--- src/rtl/dmem_arbiter.sv ---
`timescale 1ns/1ps
// dmem_arbiter: shares one single-port data memory between the CPU MEM stage
// and a debug/loader port. The CPU wins by default; a debug request that has
// been refused MAX_WAIT times preempts the CPU for one cycle and is
// acknowledged on the following cycle.
// Optional build macro: DMEM_ARB_STATS_EN adds the stall_cnt/dbg_cnt counters.
module dmem_arbiter #(
  parameter int unsigned MAX_WAIT = 8,
  parameter int unsigned AW       = 32
) (
  input  logic          clk,
  input  logic          reset,
  input  logic          cpu_req,
  input  logic          cpu_we,
  input  logic [AW-1:0] cpu_addr,
  input  logic [31:0]   cpu_wdata,
  output logic [31:0]   cpu_rdata,
  output logic          cpu_stall,
  input  logic          dbg_req,
  input  logic          dbg_we,
  input  logic [AW-1:0] dbg_addr,
  input  logic [31:0]   dbg_wdata,
  output logic          dbg_ack,
  output logic [31:0]   dbg_rdata,
  output logic          mem_rd,
  output logic          mem_we,
  output logic [AW-1:0] mem_addr,
  output logic [31:0]   mem_wdata,
  input  logic [31:0]   mem_rdata,
  output logic          owner
`ifdef DMEM_ARB_STATS_EN
  ,
  output logic [15:0]   stall_cnt,
  output logic [15:0]   dbg_cnt
`endif
);

  localparam logic [7:0] MAX_WAIT_C = 8'(MAX_WAIT);

  typedef enum logic {
    ARB = 1'b0,  // normal arbitration
    ACK = 1'b1   // debug completion cycle; debug not eligible
  } state_t;

  state_t      state, state_nxt;
  logic [7:0]  wait_cnt, wait_nxt;
  logic        wait_done;
  logic        dbg_grant;

  // With MAX_WAIT=0 a pending debug request is always past its patience.
  if (MAX_WAIT == 0) begin : g_no_wait
    assign wait_done = 1'b1;
  end else begin : g_wait
    assign wait_done = (wait_cnt >= MAX_WAIT_C);
  end

  // Grant is gated by reset so the memory strobes stay quiet while in reset.
  assign dbg_grant = reset && (state == ARB) && dbg_req && (!cpu_req || wait_done);

  assign owner     = dbg_grant;
  assign cpu_stall = cpu_req & dbg_grant;
  assign cpu_rdata = mem_rdata;
  assign dbg_ack   = (state == ACK);

  // Memory port steering: the granted requester drives address, data and strobes.
  always_comb begin
    // NOTE: every output gets a default before the branches so no latch is inferred.
    mem_rd    = 1'b0;
    mem_we    = 1'b0;
    mem_addr  = cpu_addr;
    mem_wdata = cpu_wdata;
    if (dbg_grant) begin
      mem_rd    = ~dbg_we;
      mem_we    = dbg_we;
      mem_addr  = dbg_addr;
      mem_wdata = dbg_wdata;
    end else if (reset) begin
      mem_rd    = cpu_req & ~cpu_we;
      mem_we    = cpu_req & cpu_we;
    end
  end

  // Next-state and wait-counter logic.
  always_comb begin
    state_nxt = state;
    wait_nxt  = wait_cnt;
    case (state)
      ARB: begin
        if (dbg_grant) begin
          state_nxt = ACK;
          wait_nxt  = '0;
        end else if (!dbg_req) begin
          wait_nxt  = '0;
        end else if (!wait_done) begin
          wait_nxt  = wait_cnt + 8'd1;
        end
      end
      ACK: begin
        state_nxt = ARB;
      end
      default: begin
        state_nxt = ARB;
        wait_nxt  = '0;
      end
    endcase
  end

  // State, wait counter and captured debug read data.
  always_ff @(posedge clk or negedge reset) begin
    if (!reset) begin
      state     <= ARB;
      wait_cnt  <= '0;
      dbg_rdata <= '0;
    end else begin
      // NOTE: sequential state uses non-blocking assignments so every register
      // samples pre-edge values regardless of statement order.
      state    <= state_nxt;
      wait_cnt <= wait_nxt;
      if (dbg_grant) begin
        dbg_rdata <= mem_rdata;
      end
    end
  end

`ifdef DMEM_ARB_STATS_EN
  // Saturating activity counters: CPU stall cycles and debug grants.
  always_ff @(posedge clk or negedge reset) begin
    if (!reset) begin
      stall_cnt <= '0;
      dbg_cnt   <= '0;
    end else begin
      if (cpu_stall && (stall_cnt != 16'hFFFF)) begin
        stall_cnt <= stall_cnt + 16'd1;
      end
      if (dbg_grant && (dbg_cnt != 16'hFFFF)) begin
        dbg_cnt <= dbg_cnt + 16'd1;
      end
    end
  end
`endif

endmodule

--- config.mk ---
export PLATFORM = sky130hd
export DESIGN_NAME = dmem_arbiter
export DESIGN_NICKNAME = d
export VERILOG_FILES = /design/src/rtl/dmem_arbiter.sv
export SDC_FILE = /design/constraint.sdc
export NUM_CORES = 1
export LEC_CHECK = 0
export BUFFER_PORTS_ARGS = -buffer_cell sky130_fd_sc_hd__buf_4
export CAP_MARGIN = 20
export CELL_PAD_IN_SITES_DETAIL_PLACEMENT = 1
export CELL_PAD_IN_SITES_GLOBAL_PLACEMENT = 1
export CORE_AREA = 4 4 113 115
export DETAILED_ROUTE_END_ITERATION = 8
export DIE_AREA = 0 0 117 119
export PLACE_DENSITY = 0.78
export SYNTH_ARGS = -nofsm -noshare
export SYNTH_HDL_FRONTEND = slang
export SYNTH_SLANG_ARGS = --single-unit
--- constraint.sdc ---
create_clock -name clk -period 2.5 [get_ports clk]
set_input_delay 0.25 -clock clk [delete_from_list [all_inputs] [get_ports clk]]
set_output_delay 0.25 -clock clk [all_outputs]
set_load 0.05 [all_outputs]
After elaboration in Yosys (flattened, before gate mapping) --
Index checks and enable logic that the tools add are counted.
Operators by class: $add $sub $neg 1, order comparisons 1, equality and inequality tests 1, muxes and demuxes 11, bitwise logic cells 6, reductions and logical operators 6
Operator list (count):
- two-way mux 32 bit | 2
- two-way mux 8 bit | 3
- adder 8 x 1 -> 8 bit (second input constant) | 1
- greater-or-equal comparator 8 x 4 -> 1 bit (second input constant) | 1
- two-way mux 1 bit | 5
- AND 1 bit | 3
- logical AND 1 bit | 3
- inequality test 3 x 2 -> 1 bit (second input constant) | 1
- inverter 1 bit | 3
- one-hot mux 1 bit (2 select lines) | 1
- AND reduction 2 bit | 1
- logical NOT 1 bit | 1
- logical OR 1 bit | 1
Word-level totals: register bits after elaboration 41, input port bits 166, output and inout port bits 133, logic and storage cells 29

Depth between registers and ports, before layout --
depth after elaboration 6, mapped depth 6, mapped depth without buffers 5

Worst setup path after synthesis --
No wires, ideal clock.
path type reg-to-output, start register wait_cnt[6], end output port mem_we, arrival time 2410 ps, required time 2250 ps, slack -160 ps, cell stages (with the launch flop) 6, path buffers 1, path through dfrtp_1 > or3_1 > o211ai_2 > buf_6 > inv_2 > o21ai_0
On the way: cells in the longest elaborated chain, start to end 4
Ends and longest elaborated chain:
- start: declaration | line 46 | logic [7:0] wait_cnt, wait_nxt;
- start signal: assignment | line 118 | wait_cnt <= wait_nxt;
- greater-or-equal comparator 8 x 4 -> 1 bit | line 54 | assign wait_done = (wait_cnt >= MAX_WAIT_C);
- logical OR 1 bit | line 58 | assign dbg_grant = reset && (state == ARB) && dbg_req && (!cpu_req || wait_done);
- logical AND 1 bit | line 58
- named net owner | line 30 | output logic owner
- two-way mux 1 bit | line 72 | if (dbg_grant) begin
- end: declaration | line 26 | output logic mem_we,
The timed path passes the listed nets, and every way through them passes these cells.

Final worst setup path --
start register wait_cnt[6], end output port mem_wdata[11]
On the way: cells in the longest elaborated chain, start to end 4
Ends and longest elaborated chain:
- greater-or-equal comparator 8 x 4 -> 1 bit | line 54
- logical OR 1 bit | line 58
- logical AND 1 bit | line 58
- two-way mux 32 bit | line 72
- end: declaration | line 28 | output logic [31:0] mem_wdata,
No other way between the ends.

==> key figures <==
Route
  • Number of routed nets with antenna violations: 0
  • Vias: 2799
  • DRT Pass-1 Iters: 4
  • Initial DRC Count: 102
  • DRC viols: 0
  • Final wirelength: 12500 µm
  • Drt wl/cell: 19.4 µm
  • Routed vias/inst: 4.35

GRT
  • Vias in the first global route: 3055
  • GRT Total Usage: 0.158
  • Initial antenna violation count: 0
  • Overflow after GRT: 0
  • Largest net degree at the start of global routing: 33
  • First-pass GRT wire length: 16900 µm

Setup path
  • Reg2Reg Capture Point: dbg_rdata[5]
  • Critical Path End: mem_wdata[11]
  • Crit path max-delay cell type: or3_4
  • CP cell instances: or3_4, o211ai_4, buf_4, buf_16, mux2_2, buf_4
  • Critical path class: reg -> out
  • Most used cell, CP: buf_4
  • Crit Path Max Fanout: 16
  • Worst Path Required: 2.25 ns
  • R2R setup slack: 0.40 ns
  • Crit. Startpoint: wait_cnt[6]
  • Critical path capture point type: output pin
  • WP data arrival: 2.19 ns
  • Setup crit start kind: flop
  • Path depth of the worst reg2reg path: 6
  • RR Startpoint: wait_cnt[6]
  • Crit path largest cell delay: 0.43 ns

Place
  • Pre-CTS setup slack: 0.189 ns
  • RD Place Congestion: 0.823
  • I/O Buffers: 298
  • HPWL Detailed: 10300 µm
  • Placed cells: 626

Cells and area
  • Area Growth Syn to Fin: 98.0%
  • Post-layout util: 0.449
  • Non-filler cells in the finished layout: 643
  • Most common cell after layout, fill and taps aside: buf_4
  • Antenna fix cells: 0
  • Layout cells sized above 1: 0.845
  • Final #Nets: 665
  • Commonest non-fill, non-tap cells in the layout: buf_4, mux2_2, dfrtp_1, buf_6, clkbuf_16

Synth
  • Seq/Total Area, Yosys: 0.383
  • Yosys warning total: 0
  • Syn Inst Count: 220
  • Seq cells post-synth: 41
  • Syn nets: 388
  • Area leader, netlist: mux2_2
  • Syn Area/Cell: 12.2 µm²
  • Yosys cell types: 25
  • Dominant cells by area after synthesis: mux2_2, dfrtp_1, buf_4, ha_1, nor2b_1
  • Mapped Area: 2680 µm²
  • Top-area cell type share of the netlist area: 0.404

CTS
  • Worst-skew pair later-pin latency: 0.27 ns
  • Max Root-Sink Buffers: 2
  • Root Buffer: clkbuf_16
  • CTS clk-pin slew, worst paths: 0.06 ns
  • Num CTS Buffers: 5
  • CTS tree: built
  • H-tree depth: 2
  • Clock sinks: 41

STA
  • Worst slew margin: 0.731
  • Worst slew pin tran: 0.403 ns
  • Final setup vio count: 0
  • Fin worst setup slack: 0.0575 ns
  • Fmax: 409 MHz
  • Final Cycle Share: 0.977
  • Final hold viol count: 0
  • Slew Viols, Final: 0
  • Minimum clock period: 2.44 ns
  • Max Clock Skew: 0.00521 ns
  • Unrepaired setup endpoints after global routing: yes

Power and ir drop
  • Power per cell area: 584 nW/µm²
  • Internal power: 1.77 mW
  • Clock group share of total power: 0.187
  • Leakage power: 2.71 nW
  • Psw: 1.33 mW
  • Sequential Power Share: 0.271
  • Comb power frac: 0.543
  • Peak supply drop: 0.213 mV
  • Sw frac: 0.428

Die
  • Die width: 117 µm
  • Rows: 40
  • Initial Utilization: 0.227
  • Die ar.: 13900 µm²
  • Core Area: 11800 µm²
  • # IOs: 299
  • Height of the die: 119 µm

Status
  • Status: completed

Hold path
  • HP Class: in -> reg

Run
  • Max-cap violations: 0
[cell families after synthesis]
group,share of synthesized area
buffers and inverters,0.126
adder cells (fa/ha/maj),0.00934
AND/OR/NAND/NOR,0.0420
multiplexers,0.404
flip-flops,0.383
AO/OA/AOI/OAI,0.0360
[metal layers]
metal / share of wire / GRT usage / vias to the layer above
met1: 0.34 / 0.167 / 1347
met3: 0.095 / 0.0559 / 10
met5: 0 / 0 / -
met4: 0.0081 / 0.0265 / 0
met2: 0.55 / 0.300 / 135
li1: - / - / 1307
[area by class of cell]
type	instances	area, µm²
Timing Repair Buffer	313	2620
Inverter	5	18.8
Clock inverter	1	5.00
Tap cell	147	184
Sequential cell	41	1030
Fill cell	1319	6510
Multi-Input combinational cell	131	1330
Clock buffer	5	125
[registers in the layout, summed over array words and instances, names as in the netlist]
| name | cells |
|---|---|
| dbg_rdata | 32 |
| dbg_ack | 1 |
| wait_cnt | 8 |
[how the worst min path moves through the flow]
stage                  start  depth (start not counted)  slack (ns)       endpoint
6_report       mem_rdata[26]                          2        0.22  dbg_rdata[26]
5_1_grt        mem_rdata[26]                          2        0.22  dbg_rdata[26]
4_1_cts         mem_rdata[0]                          2        0.21   dbg_rdata[0]
3_5_place_dp           reset                          1        0.11    wait_cnt[6]
3_3_place_gp           reset                          1        0.11    wait_cnt[5]
2_1_floorplan          reset                          0       -0.05        dbg_ack
[power groups by stage]
stage | sequential (mW) | clock (mW) | combinational [mW]
5_1_grt | 0.854 | 0.634 | 1.75
6_report | 0.839 | 0.579 | 1.68
3_3_place_gp | 0.843 | 0 | 1.61
4_1_cts | 0.840 | 0.608 | 1.65
3_5_place_dp | 0.852 | 0 | 1.63
2_1_floorplan | 1.23 | 0 | 0.651
[what timing repair did]
action | in CTS | in global routing
buffers inserted | 2 | 1
hold endpoints to repair | 9 | 0
resized for setup | 6 | 30
pin swaps | 1 | 1
cloned | 2 | 5
endpoints found under the setup margin | 67 | 65
hold buffers | 1 | 0
[through the flow]
step / cell area [µm²] / TNS [ns] / hold WS, ns / power, mW
after CTS: 5080 / 0 / 0.211 / 3.10
final: 5310 / 0 / 0.219 / 3.10
after floorplan: 2680 / 0 / -0.0456 / 1.88
after global routing: 5310 / -0.0537 / 0.221 / 3.24
after detailed placement: 4830 / 0 / 0.113 / 2.48
after global placement: 4830 / 0 / 0.111 / 2.45
[cells in the mapped netlist]
library cell,instances
mux2_2,96
dfrtp_1,41
buf_4,39
o21ai_0,5
inv_1,4
nor2b_1,4
buf_2,3
nand2_1,3
nor2_1,3
a21oi_1,2
a41oi_1,2
and2_1,2
ha_1,2
nand4_1,2
or3_1,2
a41o_1,1
buf_6,1
inv_2,1
nand3_1,1
nand4b_1,1
nor3_1,1
o211ai_2,1
o22ai_2,1
o32ai_1,1
or3b_1,1
[worst max-delay path, delay by kind of cell, from the launching register on]
kind | cells | cell delay, ns
flops | 1 | 0.39
simple gates | 1 | 0.43
compound gates | 1 | 0.22
buf+inv | 3 | 0.53
mux | 1 | 0.35
No activity file was read; power rests on OpenSTA's default activity.
